### src/rtl/sha_apb_pkg.sv
// Shared constants for the hardware SHA-256 APB initiator: peripheral register
// offsets, core address map, RW codes, sequencer states and the per-step request table.
package sha_apb_pkg;

    localparam logic [7:0] OFF_ADDRESS = 8'h10;
    localparam logic [7:0] OFF_MESSAGE = 8'h14;
    localparam logic [7:0] OFF_RW      = 8'h18;
    localparam logic [7:0] OFF_DIGEST  = 8'h1C;

    localparam logic [7:0] CORE_CTRL   = 8'h08;
    localparam logic [7:0] CORE_STATUS = 8'h09;
    localparam logic [7:0] CORE_BLOCK  = 8'h10;
    localparam logic [7:0] CORE_DIGEST = 8'h20;

    localparam logic [31:0] RW_IDLE   = 32'h0000_0000;
    localparam logic [31:0] RW_READ   = 32'h0000_0002;
    localparam logic [31:0] RW_WRITE  = 32'h0000_0003;
    localparam logic [31:0] CTRL_INIT = 32'h0000_0001;
    localparam logic [31:0] CTRL_NEXT = 32'h0000_0002;

    typedef enum logic [2:0] {
        ST_IDLE = 3'd0,
        ST_LOAD = 3'd1,
        ST_CTRL = 3'd2,
        ST_POLL = 3'd3,
        ST_READ = 3'd4,
        ST_DONE = 3'd5
    } state_e;

    typedef struct packed {
        logic [7:0]  offset;
        logic [31:0] wdata;
        logic        write;
    } xfer_req_t;

    // Maps one step of a core write (CW) or core read (CR) onto a single APB transfer.
    function automatic xfer_req_t step_req(input logic is_read, input logic [1:0] step,
                                           input logic [7:0] core_addr, input logic [31:0] data);
        xfer_req_t r;
        r.offset = OFF_ADDRESS;
        r.wdata  = {24'h00_0000, core_addr};
        r.write  = 1'b1;
        case (step)
            2'd0: r.offset = OFF_ADDRESS;
            2'd1: begin
                r.offset = is_read ? OFF_RW : OFF_MESSAGE;
                r.wdata  = is_read ? RW_READ : data;
            end
            2'd2: begin
                r.offset = OFF_RW;
                r.wdata  = is_read ? RW_IDLE : RW_WRITE;
            end
            default: begin
                r.offset = is_read ? OFF_DIGEST : OFF_RW;
                r.wdata  = RW_IDLE;
                r.write  = !is_read;
            end
        endcase
        return r;
    endfunction

endpackage

### src/rtl/sha_apb_xfer.sv
// Single APB transfer engine: SETUP then ACCESS until PREADY, with a new transfer
// allowed to start straight out of the PREADY cycle.
module sha_apb_xfer
    import sha_apb_pkg::*;
#(
    parameter int APB_ADDR_WIDTH = 12
) (
    input  logic                      HCLK,
    input  logic                      HRESET,
    input  logic                      launch_i,
    input  logic [APB_ADDR_WIDTH-1:0] addr_i,
    input  logic [31:0]               wdata_i,
    input  logic                      write_i,
    output logic                      done_o,
    output logic [31:0]               rdata_o,
    output logic                      slverr_o,
    output logic [APB_ADDR_WIDTH-1:0] PADDR,
    output logic [31:0]               PWDATA,
    output logic                      PWRITE,
    output logic                      PSEL,
    output logic                      PENABLE,
    input  logic [31:0]               PRDATA,
    input  logic                      PREADY,
    input  logic                      PSLVERR
);

    logic                      psel_q, psel_d;
    logic                      penable_q, penable_d;
    logic                      pwrite_q, pwrite_d;
    logic [APB_ADDR_WIDTH-1:0] paddr_q, paddr_d;
    logic [31:0]               pwdata_q, pwdata_d;

    assign done_o   = psel_q && penable_q && PREADY;
    assign rdata_o  = PRDATA;
    assign slverr_o = PSLVERR;

    assign PSEL    = psel_q;
    assign PENABLE = penable_q;
    assign PWRITE  = pwrite_q;
    assign PADDR   = paddr_q;
    assign PWDATA  = pwdata_q;

    // Transfer phase sequencing; address/data only change when a transfer is launched.
    always_comb begin
        psel_d    = psel_q;
        penable_d = penable_q;
        pwrite_d  = pwrite_q;
        paddr_d   = paddr_q;
        pwdata_d  = pwdata_q;
        if (launch_i) begin
            psel_d    = 1'b1;
            penable_d = 1'b0;
            pwrite_d  = write_i;
            paddr_d   = addr_i;
            pwdata_d  = wdata_i;
        end else if (psel_q && !penable_q) begin
            penable_d = 1'b1;
        end else if (done_o) begin
            psel_d    = 1'b0;
            penable_d = 1'b0;
        end else begin
            psel_d    = psel_q;
        end
    end

    // Bus register bank.
    always_ff @(posedge HCLK) begin
        if (HRESET) begin
            psel_q    <= 1'b0;
            penable_q <= 1'b0;
            pwrite_q  <= 1'b0;
            paddr_q   <= '0;
            pwdata_q  <= 32'h0000_0000;
        end else begin
            psel_q    <= psel_d;
            penable_q <= penable_d;
            pwrite_q  <= pwrite_d;
            paddr_q   <= paddr_d;
            pwdata_q  <= pwdata_d;
        end
    end

endmodule

### src/rtl/sha_apb_master.sv
// Hardware APB initiator for the SHA-256 peripheral: loads one block, kicks the core,
// polls status and reads back the digest without CPU help.
module sha_apb_master
    import sha_apb_pkg::*;
#(
    parameter int                        APB_ADDR_WIDTH = 12,
    parameter logic [APB_ADDR_WIDTH-1:0] BASE_ADDR      = '0,
    parameter int                        POLL_LIMIT     = 1024
) (
    input  logic                      HCLK,
    input  logic                      HRESET,
    input  logic                      start_i,
    input  logic                      first_i,
    input  logic [511:0]              block_i,
    output logic                      busy_o,
    output logic                      done_o,
    output logic                      error_o,
    output logic [255:0]              digest_o,
    output logic [APB_ADDR_WIDTH-1:0] PADDR,
    output logic [31:0]               PWDATA,
    output logic                      PWRITE,
    output logic                      PSEL,
    output logic                      PENABLE,
    input  logic [31:0]               PRDATA,
    input  logic                      PREADY,
    input  logic                      PSLVERR
);

    localparam int              PCW       = $clog2(POLL_LIMIT + 1);
    localparam logic [PCW-1:0]  POLL_LAST = PCW'(POLL_LIMIT - 1);

    state_e         state_q, state_d;
    logic [1:0]     step_q, step_d;
    logic [3:0]     idx_q, idx_d;
    logic [PCW-1:0] poll_q, poll_d;
    logic           first_q, first_d;
    logic [511:0]   block_q, block_d;
    logic [255:0]   shadow_q, shadow_d;
    logic [255:0]   digest_q, digest_d;
    logic           busy_q, busy_d;
    logic           done_q, done_d;
    logic           error_q, error_d;

    logic                      launch_s;
    logic                      err_s;
    logic                      is_read_s;
    logic [7:0]                core_addr_s;
    logic [31:0]               core_data_s;
    xfer_req_t                 req_s;
    logic [APB_ADDR_WIDTH-1:0] xfer_addr_s;
    logic                      xfer_done_s;
    logic [31:0]               xfer_rdata_s;
    logic                      xfer_slverr_s;

    assign busy_o   = busy_q;
    assign done_o   = done_q;
    assign error_o  = error_q;
    assign digest_o = digest_q;

    // Sequencer: advances step/word/poll counters on each completed transfer and
    // launches the next one in the same cycle, so transfers run back to back.
    always_comb begin
        state_d  = state_q;
        step_d   = step_q;
        idx_d    = idx_q;
        poll_d   = poll_q;
        first_d  = first_q;
        block_d  = block_q;
        shadow_d = shadow_q;
        launch_s = 1'b0;
        err_s    = 1'b0;
        case (state_q)
            ST_IDLE: begin
                if (start_i) begin
                    state_d  = ST_LOAD;
                    first_d  = first_i;
                    block_d  = block_i;
                    step_d   = 2'd0;
                    idx_d    = 4'd0;
                    poll_d   = '0;
                    launch_s = 1'b1;
                end else begin
                    state_d = ST_IDLE;
                end
            end
            ST_LOAD, ST_CTRL, ST_POLL, ST_READ: begin
                if (!xfer_done_s) begin
                    state_d = state_q;
                end else if (xfer_slverr_s) begin
                    state_d = ST_DONE;
                    err_s   = 1'b1;
                end else if (step_q != 2'd3) begin
                    step_d   = step_q + 2'd1;
                    launch_s = 1'b1;
                end else begin
                    step_d   = 2'd0;
                    launch_s = 1'b1;
                    case (state_q)
                        ST_LOAD: begin
                            if (idx_q == 4'd15) begin
                                state_d = ST_CTRL;
                                idx_d   = 4'd0;
                            end else begin
                                idx_d = idx_q + 4'd1;
                            end
                        end
                        ST_CTRL: begin
                            state_d = ST_POLL;
                            poll_d  = '0;
                        end
                        ST_POLL: begin
                            if (xfer_rdata_s[0]) begin
                                state_d = ST_READ;
                                idx_d   = 4'd0;
                            end else if (poll_q == POLL_LAST) begin
                                state_d  = ST_DONE;
                                err_s    = 1'b1;
                                launch_s = 1'b0;
                            end else begin
                                poll_d = poll_q + PCW'(1'b1);
                            end
                        end
                        ST_READ: begin
                            shadow_d[{3'd7 - idx_q[2:0], 5'd0} +: 32] = xfer_rdata_s;
                            if (idx_q == 4'd7) begin
                                state_d  = ST_DONE;
                                launch_s = 1'b0;
                            end else begin
                                idx_d = idx_q + 4'd1;
                            end
                        end
                        default: begin
                            state_d  = ST_IDLE;
                            launch_s = 1'b0;
                        end
                    endcase
                end
            end
            ST_DONE: state_d = ST_IDLE;
            default: state_d = ST_IDLE;
        endcase
    end

    // Request for the transfer being launched, derived from the next-state counters.
    always_comb begin
        core_addr_s = 8'h00;
        core_data_s = 32'h0000_0000;
        is_read_s   = (state_d == ST_POLL) || (state_d == ST_READ);
        case (state_d)
            ST_LOAD: begin
                core_addr_s = CORE_BLOCK + {4'h0, idx_d};
                core_data_s = block_d[{4'd15 - idx_d, 5'd0} +: 32];
            end
            ST_CTRL: core_data_s = first_d ? CTRL_INIT : CTRL_NEXT;
            ST_POLL: core_addr_s = CORE_STATUS;
            ST_READ: core_addr_s = CORE_DIGEST + {5'h00, idx_d[2:0]};
            default: core_addr_s = 8'h00;
        endcase
        if (state_d == ST_CTRL) begin
            core_addr_s = CORE_CTRL;
        end else begin
            core_addr_s = core_addr_s;
        end
        req_s       = step_req(is_read_s, step_d, core_addr_s, core_data_s);
        xfer_addr_s = BASE_ADDR + APB_ADDR_WIDTH'(req_s.offset);
    end

    // Client-side status; digest only moves on an error-free completion.
    always_comb begin
        busy_d   = (state_d == ST_LOAD) || (state_d == ST_CTRL) ||
                   (state_d == ST_POLL) || (state_d == ST_READ);
        done_d   = (state_d == ST_DONE);
        error_d  = done_d && err_s;
        if (done_d && !err_s) begin
            digest_d = shadow_d;
        end else begin
            digest_d = digest_q;
        end
    end

    // State and output registers.
    always_ff @(posedge HCLK) begin
        if (HRESET) begin
            state_q  <= ST_IDLE;
            step_q   <= 2'd0;
            idx_q    <= 4'd0;
            poll_q   <= '0;
            first_q  <= 1'b0;
            block_q  <= '0;
            shadow_q <= '0;
            digest_q <= '0;
            busy_q   <= 1'b0;
            done_q   <= 1'b0;
            error_q  <= 1'b0;
        end else begin
            state_q  <= state_d;
            step_q   <= step_d;
            idx_q    <= idx_d;
            poll_q   <= poll_d;
            first_q  <= first_d;
            block_q  <= block_d;
            shadow_q <= shadow_d;
            digest_q <= digest_d;
            busy_q   <= busy_d;
            done_q   <= done_d;
            error_q  <= error_d;
        end
    end

    sha_apb_xfer #(
        .APB_ADDR_WIDTH(APB_ADDR_WIDTH)
    ) u_xfer (
        .HCLK    (HCLK),
        .HRESET  (HRESET),
        .launch_i(launch_s),
        .addr_i  (xfer_addr_s),
        .wdata_i (req_s.wdata),
        .write_i (req_s.write),
        .done_o  (xfer_done_s),
        .rdata_o (xfer_rdata_s),
        .slverr_o(xfer_slverr_s),
        .PADDR   (PADDR),
        .PWDATA  (PWDATA),
        .PWRITE  (PWRITE),
        .PSEL    (PSEL),
        .PENABLE (PENABLE),
        .PRDATA  (PRDATA),
        .PREADY  (PREADY),
        .PSLVERR (PSLVERR)
    );

endmodule

### config.mk
export PLATFORM = sky130hd
export DESIGN_NAME = sha_apb_master
export DESIGN_NICKNAME = d
export VERILOG_FILES = /design/src/rtl/sha_apb_pkg.sv /design/src/rtl/sha_apb_xfer.sv /design/src/rtl/sha_apb_master.sv
export SDC_FILE = /design/constraint.sdc
export NUM_CORES = 2
export LEC_CHECK = 0
export BUFFER_PORTS_ARGS = -buffer_cell sky130_fd_sc_hd__buf_4
export CELL_PAD_IN_SITES_DETAIL_PLACEMENT = 0
export CELL_PAD_IN_SITES_GLOBAL_PLACEMENT = 1
export CORE_ASPECT_RATIO = 0.8
export CORE_UTILIZATION = 37
export DETAILED_ROUTE_END_ITERATION = 6
export PLACE_DENSITY = 0.86
export SLEW_MARGIN = 20
export SYNTH_ARGS = -nofsm -noshare
export SYNTH_HDL_FRONTEND = slang
export SYNTH_SLANG_ARGS = --single-unit
export TNS_END_PERCENT = 100
### constraint.sdc
create_clock -name HCLK -period 2.9 [get_ports HCLK]
set_input_delay 0.58 -clock HCLK [delete_from_list [all_inputs] [get_ports HCLK]]
set_output_delay 0.58 -clock HCLK [all_outputs]
set_load 0.1 [all_outputs]
==> impl_metrics.ini <==
[worst_setup_path]
startpoint_type = register
rr_worst_depth = 13
path_buf_inv = 4
path_cells = buf_4 > nor3b_4 > o2111ai_2 > o211ai_1 > buf_4 > nand2_4 > buf_6 > bufbuf_16 > a211oi_2 > a311oi_1 > a21oi_1 > a31oi_1 > or3_1
reg2reg_slack_ns = -0.12
worstReg2RegEnd = u_xfer.PWDATA[30]
cp_common_cell = buf_4
crit_type = reg -> reg
crit_arrival_ns = 3.64
cp_slowest_cell = dfxtp_4
r2r_start = state_q[0]
path_delay_family = compound AO/OA/AOI/OAI gates
worstPathMaxFanout = 10
crit_path_max_incr_delay_ns = 0.36
path_depth = 13
crit_required_ns = 3.52
cp-end-kind = register

[route]
drc_errors = 0
wl_per_cell_um = 25.04
vias = 46050
wl_um = 202700
postRouteAntennaNets = 0
vias_per_cell = 5.688
dr.first_iter.drc_count = 4819
firstDrtPassIters = 6

[synth]
ys_ff_latch = 1086
synth_area_per_cell_sq_um = 8.201
syn_area_sq_um = 44250
yosysSeqAreaShare_pct = 49.13
syn-instance-count = 5396
synth_warnings = 0
synth.distinct_cells = 74
synthArstFlopShare_pct = 0
synth_edf_count = 0
synthFlopType = dfxtp_1

[clock_network]
htreeDepth = 3
clk_path_buf_depth = 3
cts_made_buffers = 107
cts_tree = done
clk_latency_ns = 0.78
clock-sinks = 1086
clkTransAtPathRegs_ns = 0.06
root_buffer = clkbuf_16

[placed_design]
post-dp-hpwl_um = 136500
dp.cells = 7715
io_buffer_count = 846
post_dp_cell_area_sq_um = 54580
routabilityCongestion = 0.9597

[global_route]
grt_max_degree = 220
grt-ovfl-total = 0
grt_use_total_pct = 29.83
grt_pass1_vias = 41230
grt_pass1_wl_um = 270800
antenna_found_initial = 47

[power]
p_leak_uw = 0.02647
power_density_nw_per_um2 = 531.9
ir_drop_v = 0.0004656

[layout]
final_layout_size_suffix_gt1_share_pct = 32.22
stdcell_area_sq_um = 64270
stdcell_count = 8095
nNetsFinal = 6993
area_growth_pct = 45.24

[timing]
timing.final.ws_setup_ns = -0.1202
hold_violations = 0
fin_crit_sh_pct = 104.1
worstMarginPinSlew_ns = 1.386
finalSetupViolCount = 133
relSlewSlack_pct = 7.623
fmax_mhz = 331.1
period_needed_ns = 3.020
maxSlewViolCount = 0
skew_ns = 0.09278
rsz0062_at_grt = yes
fin_hold_ws_ns = 0.07030

[floorplanning]
row_count = 113
start_util_pct = 37.31
die_x_um = 388.7
fp.coreArea_sq_um = 118600
die_area_sq_um = 121000
die_y_um = 311.3
ios = 856

[worst_hold_path]
min_to = block_q[203]
min_path_type = in -> reg
hold_path_depth = 3
hold_start = block_i[203]

[run]
drv_cap = 0

[status]
violations = negative setup slack
status = finished, violations left
[report_power, final]
group | switching [uW] | internal [uW] | total, uW
clock | 6420 | 8070 | 14500
sequential | 321 | 15500 | 15800
combinational | 2340 | 1580 | 3910
total | 9070 | 25100 | 34200
[cell usage after synthesis, drive strengths merged, types with 23 or more instances]
cell / instances / share of area (%)
a31oi: 34 / 0.48
o2111ai: 25 / 0.49
nor2: 716 / 6.1
nand4: 35 / 0.49
nand3: 41 / 0.46
and3: 156 / 2.2
clkbuf: 334 / 2.8
dfxtp: 1086 / 49
o221ai: 23 / 0.46
a311oi: 97 / 1.9
nor3: 29 / 0.35
a21oi: 474 / 5.4
nand2: 1236 / 10
o21ai: 113 / 1.3
buf: 167 / 1.9
a211o: 24 / 0.47
a211oi: 345 / 5.9
mux2i: 309 / 7.0
[through the flow]
stage	setup slack, ns	setup TNS [ns]	util [%]	total power [uW]
finish	-0.1202	-5.167	54.18	34190
global route	-0.2099	-30.94	54.17	35210
CTS	-0.08979	-0.6808	50.21	33940
detailed placement	-0.6140	-65.43	46.02	19680
global placement	-0.5746	-59.40	46.02	19630
floorplan	0.03227	0	-	17910
[cells by family after synthesis]
| family | after synthesis | synth area share, % |
|---|---|---|
| multiplexers | 312 | 7.091 |
| other | 1 | 0.008474 |
| adder cells (fa/ha/maj) | 4 | 0.1131 |
| buffers and inverters | 506 | 4.761 |
| flip-flops | 1086 | 49.13 |
| AND/OR/NAND/NOR | 2272 | 21.04 |
| XOR/XNOR | 11 | 0.2177 |
| AO/OA/AOI/OAI | 1204 | 17.64 |
[worst register-to-register path: cells and delay by family (launching register included)]
| kind | cells | cell delay, ns |
|---|---|---|
| flip-flops | 1 | 0.36 |
| AO/OA/AOI/OAI | 6 | 1.13 |
| AND/OR/NAND/NOR | 3 | 0.65 |
| buffers and inverters | 4 | 0.80 |
[final cells by class]
type,count,area [sq um]
multi-input cells,3813,23180
clock buffers,153,3092
repair buffers,1426,13720
flip-flops and latches,1086,21760
inverters,5,18.77
well taps,1552,1942
fillers,10480,54350
clock inverters,38,506.7
diodes,22,55.05
[layout by cell type (no fill, tap or decap), types with 46 or more instances in the layout]
| cell type | n |
|---|---|
| nand2_1 | 1229 |
| buf_4 | 1187 |
| dfxtp_1 | 1081 |
| nor2_1 | 618 |
| a21oi_1 | 471 |
| mux2i_1 | 304 |
| a211oi_2 | 277 |
| clkbuf_16 | 161 |
| and3_1 | 154 |
| buf_12 | 85 |
| a311oi_1 | 76 |
| o21ai_0 | 59 |
| nor2_4 | 54 |
| o21ai_1 | 50 |
| a211oi_1 | 46 |
[state kept, by name (all words and copies together), names as in the netlist]
register	count
state_q	3
shadow_q	256
block_q	512
u_xfer.PENABLE	1
u_xfer.PWRITE	1
u_xfer.PWDATA	32
step_q	2
error_o	1
busy_o	1
idx_q	4
u_xfer.PADDR	3
u_xfer.PSEL	1
first_q	1
poll_q	11
done_o	1
digest_o	256
[worst max path at each step]
stage / from / endpoint / slack, ns
final: state_q[0] / u_xfer.PWDATA[30] / -0.12
after global routing: state_q[0] / u_xfer.PWDATA[18] / -0.21
after CTS: state_q[0] / u_xfer.PWDATA[5] / -0.09
after detailed placement: PSLVERR / u_xfer.PWDATA[5] / -0.61
after global placement: PSLVERR / u_xfer.PWDATA[27] / -0.57
after floorplan: PSLVERR / u_xfer.PWDATA[3] / 0.03
[layer usage]
metal  GRT usage [%]  vias up  part of all wire [%]
li1                -    20730                     -
met1           39.26    22320                    40
met2           44.89     2339                    43
met3           6.813      612                   9.4
met4           16.86       42                   7.0
met5               0        -                  0.14
[timing repair]
action	CTS	global route
gates cloned	22	70
buffers inserted	24	55
setup endpoints to repair	245	323
hold buffers	0	0
pin swaps	37	298
gates resized for setup	139	599
(Power assumes the default switching activity.)
